[src/rtl/imm_encoder_pkg.sv]
// Shared types and constants for the RV32I immediate encoder.
// Holds the format codes, the NOP word and the signed offset limits.
package imm_encoder_pkg;

    typedef enum logic [2:0] {
        FMT_I = 3'd0,
        FMT_S = 3'd1,
        FMT_B = 3'd2,
        FMT_U = 3'd3,
        FMT_J = 3'd4
    } fmt_e;

    localparam logic [31:0] NOP_INSTR = 32'h0000_0013;

    localparam logic signed [31:0] IMM12_MIN = -32'sd2048;
    localparam logic signed [31:0] IMM12_MAX = 32'sd2047;
    localparam logic signed [31:0] BOFF_MIN  = -32'sd4096;
    localparam logic signed [31:0] BOFF_MAX  = 32'sd4094;
    localparam logic signed [31:0] JOFF_MIN  = -32'sd1048576;
    localparam logic signed [31:0] JOFF_MAX  = 32'sd1048574;

    function automatic logic in_range(input logic [31:0] val,
                                      input logic signed [31:0] lo,
                                      input logic signed [31:0] hi);
        return ($signed(val) >= lo) && ($signed(val) <= hi);
    endfunction

endpackage

[src/rtl/imm_encoder_pack.sv]
// Combinational range/alignment check and bit scatter of one RV32I word.
// Any encoding error yields the canonical NOP with err set.
module imm_pack
    import imm_encoder_pkg::*;
(
    input  logic [2:0]  fmt,
    input  logic [31:0] off,
    input  logic [6:0]  opcode,
    input  logic [4:0]  rd,
    input  logic [4:0]  rs1,
    input  logic [4:0]  rs2,
    input  logic [2:0]  funct3,
    output logic [31:0] instr,
    output logic        err
);

    // Per-format legality test followed by field placement.
    always_comb begin
        instr = NOP_INSTR;
        err   = 1'b1;
        case (fmt)
            FMT_I: begin
                if (in_range(off, IMM12_MIN, IMM12_MAX)) begin
                    instr = {off[11:0], rs1, funct3, rd, opcode};
                    err   = 1'b0;
                end else begin
                    instr = NOP_INSTR;
                    err   = 1'b1;
                end
            end
            FMT_S: begin
                if (in_range(off, IMM12_MIN, IMM12_MAX)) begin
                    instr = {off[11:5], rs2, rs1, funct3, off[4:0], opcode};
                    err   = 1'b0;
                end else begin
                    instr = NOP_INSTR;
                    err   = 1'b1;
                end
            end
            FMT_B: begin
                if (in_range(off, BOFF_MIN, BOFF_MAX) && (off[0] == 1'b0)) begin
                    instr = {off[12], off[10:5], rs2, rs1, funct3, off[4:1], off[11], opcode};
                    err   = 1'b0;
                end else begin
                    instr = NOP_INSTR;
                    err   = 1'b1;
                end
            end
            FMT_U: begin
                if (off[11:0] == 12'h000) begin
                    instr = {off[31:12], rd, opcode};
                    err   = 1'b0;
                end else begin
                    instr = NOP_INSTR;
                    err   = 1'b1;
                end
            end
            FMT_J: begin
                if (in_range(off, JOFF_MIN, JOFF_MAX) && (off[0] == 1'b0)) begin
                    instr = {off[20], off[10:1], off[11], off[19:12], rd, opcode};
                    err   = 1'b0;
                end else begin
                    instr = NOP_INSTR;
                    err   = 1'b1;
                end
            end
            default: begin
                instr = NOP_INSTR;
                err   = 1'b1;
            end
        endcase
    end

endmodule

[src/rtl/imm_encoder.sv]
// Two-stage RV32I instruction packer: stage 1 captures fields and forms the
// PC-relative offset, stage 2 checks/packs and drives the registered output.
module imm_encoder
    import imm_encoder_pkg::*;
#(
    parameter logic [31:0] PC_BASE  = 32'h0000_0000,
    parameter int          ERRCNT_W = 8
) (
    input  logic                clk,
    input  logic                rst,
    input  logic                in_valid,
    output logic                in_ready,
    input  logic [2:0]          in_fmt,
    input  logic [6:0]          in_opcode,
    input  logic [4:0]          in_rd,
    input  logic [4:0]          in_rs1,
    input  logic [4:0]          in_rs2,
    input  logic [2:0]          in_funct3,
    input  logic [31:0]         in_imm,
    input  logic                pc_load,
    input  logic [31:0]         pc_load_val,
    output logic                out_valid,
    input  logic                out_ready,
    output logic [31:0]         out_instr,
    output logic [31:0]         out_addr,
    output logic                out_err,
    output logic [ERRCNT_W-1:0] err_count
);

    logic [31:0]         pc_r;
    logic                s1_valid_r;
    logic [2:0]          s1_fmt_r;
    logic [31:0]         s1_off_r;
    logic [6:0]          s1_opcode_r;
    logic [4:0]          s1_rd_r;
    logic [4:0]          s1_rs1_r;
    logic [4:0]          s1_rs2_r;
    logic [2:0]          s1_funct3_r;
    logic [31:0]         s1_addr_r;
    logic                s2_valid_r;
    logic [31:0]         out_instr_r;
    logic [31:0]         out_addr_r;
    logic                out_err_r;
    logic [ERRCNT_W-1:0] err_count_r;

    logic        s1_adv_s;
    logic        in_ready_s;
    logic        accept_s;
    logic [31:0] off_s;
    logic [31:0] pack_instr_s;
    logic        pack_err_s;

    assign s1_adv_s   = !s2_valid_r || out_ready;
    assign in_ready_s = !pc_load && (!s1_valid_r || s1_adv_s);
    assign accept_s   = in_valid && in_ready_s;

    // Branch/jump targets become offsets relative to the word's own address.
    always_comb begin
        off_s = in_imm;
        if ((in_fmt == FMT_B) || (in_fmt == FMT_J)) begin
            off_s = in_imm - pc_r;
        end else begin
            off_s = in_imm;
        end
    end

    // Instruction-address counter: explicit load wins, else advance per accept.
    always_ff @(posedge clk) begin
        if (rst) begin
            pc_r <= PC_BASE;
        end else if (pc_load) begin
            pc_r <= pc_load_val;
        end else if (accept_s) begin
            pc_r <= pc_r + 32'd4;
        end else begin
            pc_r <= pc_r;
        end
    end

    // Stage 1 capture register.
    always_ff @(posedge clk) begin
        if (rst) begin
            s1_valid_r  <= 1'b0;
            s1_fmt_r    <= 3'd0;
            s1_off_r    <= 32'd0;
            s1_opcode_r <= 7'd0;
            s1_rd_r     <= 5'd0;
            s1_rs1_r    <= 5'd0;
            s1_rs2_r    <= 5'd0;
            s1_funct3_r <= 3'd0;
            s1_addr_r   <= 32'd0;
        end else if (accept_s) begin
            s1_valid_r  <= 1'b1;
            s1_fmt_r    <= in_fmt;
            s1_off_r    <= off_s;
            s1_opcode_r <= in_opcode;
            s1_rd_r     <= in_rd;
            s1_rs1_r    <= in_rs1;
            s1_rs2_r    <= in_rs2;
            s1_funct3_r <= in_funct3;
            s1_addr_r   <= pc_r;
        end else if (s1_adv_s) begin
            s1_valid_r  <= 1'b0;
        end else begin
            s1_valid_r  <= s1_valid_r;
        end
    end

    imm_pack u_pack (
        .fmt    (s1_fmt_r),
        .off    (s1_off_r),
        .opcode (s1_opcode_r),
        .rd     (s1_rd_r),
        .rs1    (s1_rs1_r),
        .rs2    (s1_rs2_r),
        .funct3 (s1_funct3_r),
        .instr  (pack_instr_s),
        .err    (pack_err_s)
    );

    // Stage 2 output register; data is frozen while the consumer stalls.
    always_ff @(posedge clk) begin
        if (rst) begin
            s2_valid_r  <= 1'b0;
            out_instr_r <= 32'd0;
            out_addr_r  <= 32'd0;
            out_err_r   <= 1'b0;
            err_count_r <= {ERRCNT_W{1'b0}};
        end else if (s1_adv_s) begin
            s2_valid_r <= s1_valid_r;
            if (s1_valid_r) begin
                out_instr_r <= pack_instr_s;
                out_addr_r  <= s1_addr_r;
                out_err_r   <= pack_err_s;
                if (pack_err_s && (err_count_r != {ERRCNT_W{1'b1}})) begin
                    err_count_r <= err_count_r + ERRCNT_W'(1);
                end
            end
        end
    end

    assign in_ready  = in_ready_s;
    assign out_valid = s2_valid_r;
    assign out_instr = out_instr_r;
    assign out_addr  = out_addr_r;
    assign out_err   = out_err_r;
    assign err_count = err_count_r;

endmodule

[config.mk]
export PLATFORM = sky130hd
export DESIGN_NAME = imm_encoder
export DESIGN_NICKNAME = d
export VERILOG_FILES = /design/src/rtl/imm_encoder_pkg.sv /design/src/rtl/imm_encoder_pack.sv /design/src/rtl/imm_encoder.sv
export SDC_FILE = /design/constraint.sdc
export NUM_CORES = 1
export LEC_CHECK = 0
export ABC_AREA = 0
export CAP_MARGIN = 5
export CORE_MARGIN = 2
export CORE_UTILIZATION = 58
export DETAILED_ROUTE_END_ITERATION = 10
export GPL_ROUTABILITY_DRIVEN = 0
export PLACE_DENSITY = 0.91
export SLEW_MARGIN = 20
export SYNTH_ARGS = -nofsm -noshare
export SYNTH_HDL_FRONTEND = slang
export SYNTH_HIERARCHICAL = 1
export SYNTH_SLANG_ARGS = --single-unit
export TNS_END_PERCENT = 1
[constraint.sdc]
create_clock -name clk -period 10.3 [get_ports clk]
set_clock_uncertainty 0.1 [all_clocks]
set_input_delay 2.06 -clock clk [delete_from_list [all_inputs] [get_ports clk]]
set_output_delay 2.06 -clock clk [all_outputs]
set_load 0.02 [all_outputs]
[Yosys cells after proc, flatten, opt, wreduce, memory -nomap -nowiden]
Cells that the tools add are included.
Widths: inputs -> output; s select.
Word-level totals
  register bits after elaboration: 199
  bits of input ports: 97
  output and inout port bits: 75
  word-level logic and storage cells: 69
Operators by class
  add/subtract/negate cells: 3
  $lt $le $gt $ge: 6
  equal/unequal tests: 7
  muxes and demuxes: 16
  bitwise logic cells: 1
  reduce and logical (&&, ||, !) cells: 21
Operators with widths (number)
  $mux 32: 8
  $pmux 32 s5: 1
  $add 32x3->32 const B: 1
  $ge 32x12->1 const B: 1
  $ge 32x13->1 const B: 1
  $ge 32x21->1 const B: 1
  $le 32x12->1 const B: 1
  $le 32x13->1 const B: 1
  $le 32x21->1 const B: 1
  $sub 32x32->32: 1
  $logic_not 12->1: 1
  $eq 3x2->1 const B: 3
  $add 8x1->8 const B: 1
  $logic_and 1x1->1: 8
  $ne 8x8->1 const B: 1
  $eq 3x3->1 const B: 2
  $mux 1: 6
  $pmux 1 s4: 1
  $reduce_bool 2->1: 2
  $eq 3x1->1 const B: 1
  $logic_not 1->1: 3
  $logic_not 3->1: 1
  $logic_or 1x1->1: 3
  $reduce_and 3->1: 1
  other kinds (3): 3

[Depth between registers and ports, before layout]
  depth after elaboration: 7
  mapped depth: 14

[By module]
Netlist, hierarchy kept.
By module, submodules not included
  imm_encoder: instances 1, cells each 1248, area each 9520.4 um2
  imm_pack: instances 1, cells each 102, area each 700.7 um2

[Least setup slack after synthesis]
OpenSTA, ideal clock, no wires.
  path type: input to output
  start point: in pc_load
  end point: out in_ready
  arrival: 2992 ps
  required time: 8140 ps
  slack: 5148 ps
  cell stages on the path: 4
  path buffers: 3
  cells stage by stage: clkbuf_1 clkbuf_1 clkbuf_1 a21oi_1
On the way
  word-level cells in the longest chain between the ends: 2
Ends and longest elaborated chain
  from (decl): line imm_encoder.sv:20  | input logic pc_load,
  $logic_not 1->1: line imm_encoder.sv:54  | assign in_ready_s = !pc_load && (!s1_valid_r || s1_adv_s);
  $logic_and 1x1->1: line imm_encoder.sv:54
  to (decl): line imm_encoder.sv:12  | output logic in_ready,
No other way between the ends.

[Worst setup path in the final report]
  start point: in out_ready
  end point: out in_ready
On the way
  word-level cells in the longest chain between the ends: 3
Ends and longest elaborated chain
  from (decl): line imm_encoder.sv:23  | input logic out_ready,
  $logic_or 1x1->1: line imm_encoder.sv:53  | assign s1_adv_s = !s2_valid_r || out_ready;
  $logic_or 1x1->1: line imm_encoder.sv:54
  $logic_and 1x1->1: line imm_encoder.sv:54
No other way between the ends.

==> flow_summary.yaml <==
worst_setup_path:
  crit_chain: "clkdlybuf4s50_1 > nor2b_1 > a21oi_1 > clkdlybuf4s50_1"
  critPathBufInv: 2
  endpoint_kind: "output port"
  cp_top_family: "buffers and inverters"
  required_ns: 8.14
  worstPathMaxFanout: 3
  slowest_stage: "clkdlybuf4s50_1"
  slowest_delay_ns: 0.63
  cp.arrival_ns: 3.38
  start_kind: "primary input"
  critical_path_class: "primary input to output port"
  cp_common_cell: "clkdlybuf4s50_1"
finish:
  finish.instance_area_sq_um: 12500
  area.growth.synth_to_final_pct: 22.6
  final_common_cell: "nand2_1"
  nets: 1596
  antenna_cells: 0
  fillCellCount: 1299
  drive_above_1_share: 0.0467
  final_cell_mix: "nand2_1, dfxtp_1, a21oi_1"
floorplanning:
  rows: 48
  start_util: 0.593
  die_h_um: 137
  die_area_sq_um: 18700
  pin_count: 172
  core_sq_um: 17200
  die_w_um: 137
synth:
  ys.warnings.count: 6
  synth_top_area_cell: "dfxtp_1"
  ys_seq_area_frac: 0.390
  synth_area_sq_um: 10200
  syn_nets: 1481
  syn_area_per_cell_sq_um: 7.57
  netlist_top_cells_area: "dfxtp_1, nand2_1, a21oi_1, nor2_1, ha_1"
  ys.flop_type: "dfxtp_1"
  synthCells: 1350
  yosysUniqueCellTypes: 76
  synth_top_area_frac: 0.390
  synth-edff-count: 0
  async_reset_ff_frac: 0
  ys_ff_latch: 199
clocking:
  ctsHtreeMaxLevel: 4
  clk_pin_slew_ns: 0.07
  hold_buffers: 0
  cts_root_buf: "clkbuf_16"
  post-cts-setup-buffer-count: 0
  cts_buffers: 17
  clk_path_buf_depth: 2
  insertion_delay_ns: 0.44
  ctsResizeCount: 0
  cts.sinks: 199
  cts_tree: "built"
job:
  cap_viol_max_count: 0
placed_design:
  place_ws_ns: 4.76
  placed_area_sq_um: 11900
  dp_hpwl_um: 20500
  port_buffers: 171
route:
  drt-total-wl_um: 29100
  first_pass_iters: 5
  drtAntennaViolNets: 0
  route.vias.total: 10200
  post_drt_wl_per_cell_um: 17.1
  drc: 0
  vias_per_cell: 5.97
  drt_first_iter_violations: 965
pwr:
  p_per_area_nw_per_um2: 143
  p_total_mw: 1.79
  p_leak_nw: 4.44
  ir_drop_mv: 0.124
sta:
  period_minus_slack_ns: 5.54
  fmax_mhz: 181
  whs_ns: 0.354
  fin_ws_ns: 4.76
  max_slew_margin: 0.358
  rsz0062_at_grt: "no"
  finalHoldViolations: 0
  fin_crit_sh: 0.538
  finalSetupTns_ns: 0
  slew_viol_final: 0
  tightest_slew_ns: 0.963
  setup_viol: 0
global_routing:
  grt_pass1_wl_um: 45600
  grt_antenna_before_repair: 1
  grt_pass1_vias: 9532
  grt_max_degree: 110
  grt_usage: 0.309
  grt-ovfl-total: 0
run_status:
  outcome: "finished, final reports clean"
worst_hold_path:
  hold_class: "flip-flop to flip-flop"
[path summary, 6_finish.rpt]
kind | from | end | slack (ns) | cells past startpoint
setup reg to reg | pc_r[0] | s1_off_r[24] | 7.00 | 11
hold / removal | out_addr[31] | out_addr[31] | 0.35 | 2
hold reg to reg | out_addr[31] | out_addr[31] | 0.35 | 2
setup / recovery | out_ready | in_ready | 4.76 | 4
[flip-flops by register name (all words and copies together) (netlist names)]
| name | cells |
|---|---|
| out_addr | 32 |
| s1_rs1_r | 5 |
| s1_opcode_r | 7 |
| err_count | 8 |
| s1_funct3_r | 3 |
| out_err | 1 |
| s1_rs2_r | 5 |
| s1_addr_r | 32 |
| pc_r | 32 |
| s1_valid_r | 1 |
| out_instr | 32 |
| out_valid | 1 |
| s1_rd_r | 5 |
| s1_fmt_r | 3 |
| s1_off_r | 32 |
[Yosys cell counts (all sizes together), types with 16 or more instances]
cell	instances
clkbuf	65
a21oi	199
a22o	19
buf	18
dfxtp	199
nor2	121
nand4	20
ha	33
nand2	331
nor3	23
inv	41
xnor2	37
o21ai	23
nand3	21
a311oi	16
a21o	17
[metrics by stage]
stage | cells | util
detailed placement | 1671 | 0.693
CTS | 1703 | 0.727
floorplan | 1350 | -
finish | 1703 | 0.727
global placement | 1671 | 0.693
global route | 1703 | 0.727
[layout make-up]
class                           count  area, sq um  area share
Sequential cell                   199         3980       0.318
Multi-Input combinational cell   1027         5760       0.460
Tap cell                          225          282      0.0225
Inverter                           41          154      0.0123
Clock inverter                     14          155      0.0124
Clock buffer                       18          429      0.0343
Timing Repair Buffer              179         1770       0.141
[cells by family (layout without fill, tap and decap cells)]
logic type | count (synthesis) | count (layout) | synth area share
buf+inv | 124 | 252 | 0.0482
flops | 199 | 199 | 0.390
xor+xnor | 51 | 51 | 0.0437
mux | 10 | 10 | 0.00979
fa+ha+maj | 34 | 34 | 0.0424
compound gates | 343 | 343 | 0.216
simple gates | 589 | 589 | 0.250
[metal layers]
layer,part of all wire,GRT usage,wire length [um],vias up
li1,-,-,-,4869
met5,0.00045,0,13,-
met1,0.39,0.366,11400,4696
met3,0.078,0.0670,2280,113
met2,0.47,0.515,13700,488
met4,0.056,0.180,1630,2
[worst reg2reg max path, cell delays in order (launching register included)]
cell and delay, ns:
dfxtp_1 0.33, ha_1 0.23, fa_1 0.39, and2b_1 0.25
o2111ai_2 0.14, a21oi_2 0.22, o211ai_2 0.13, o31a_1 0.39
o41ai_4 0.46, mux2i_1 0.24, o21ai_1 0.08, a211oi_1 0.24
[power by group]
group	switching, mW	internal [mW]
combinational	0.177	0.127
clock	0.317	0.345
sequential	0.0300	0.795
(Power assumes the default switching activity.)
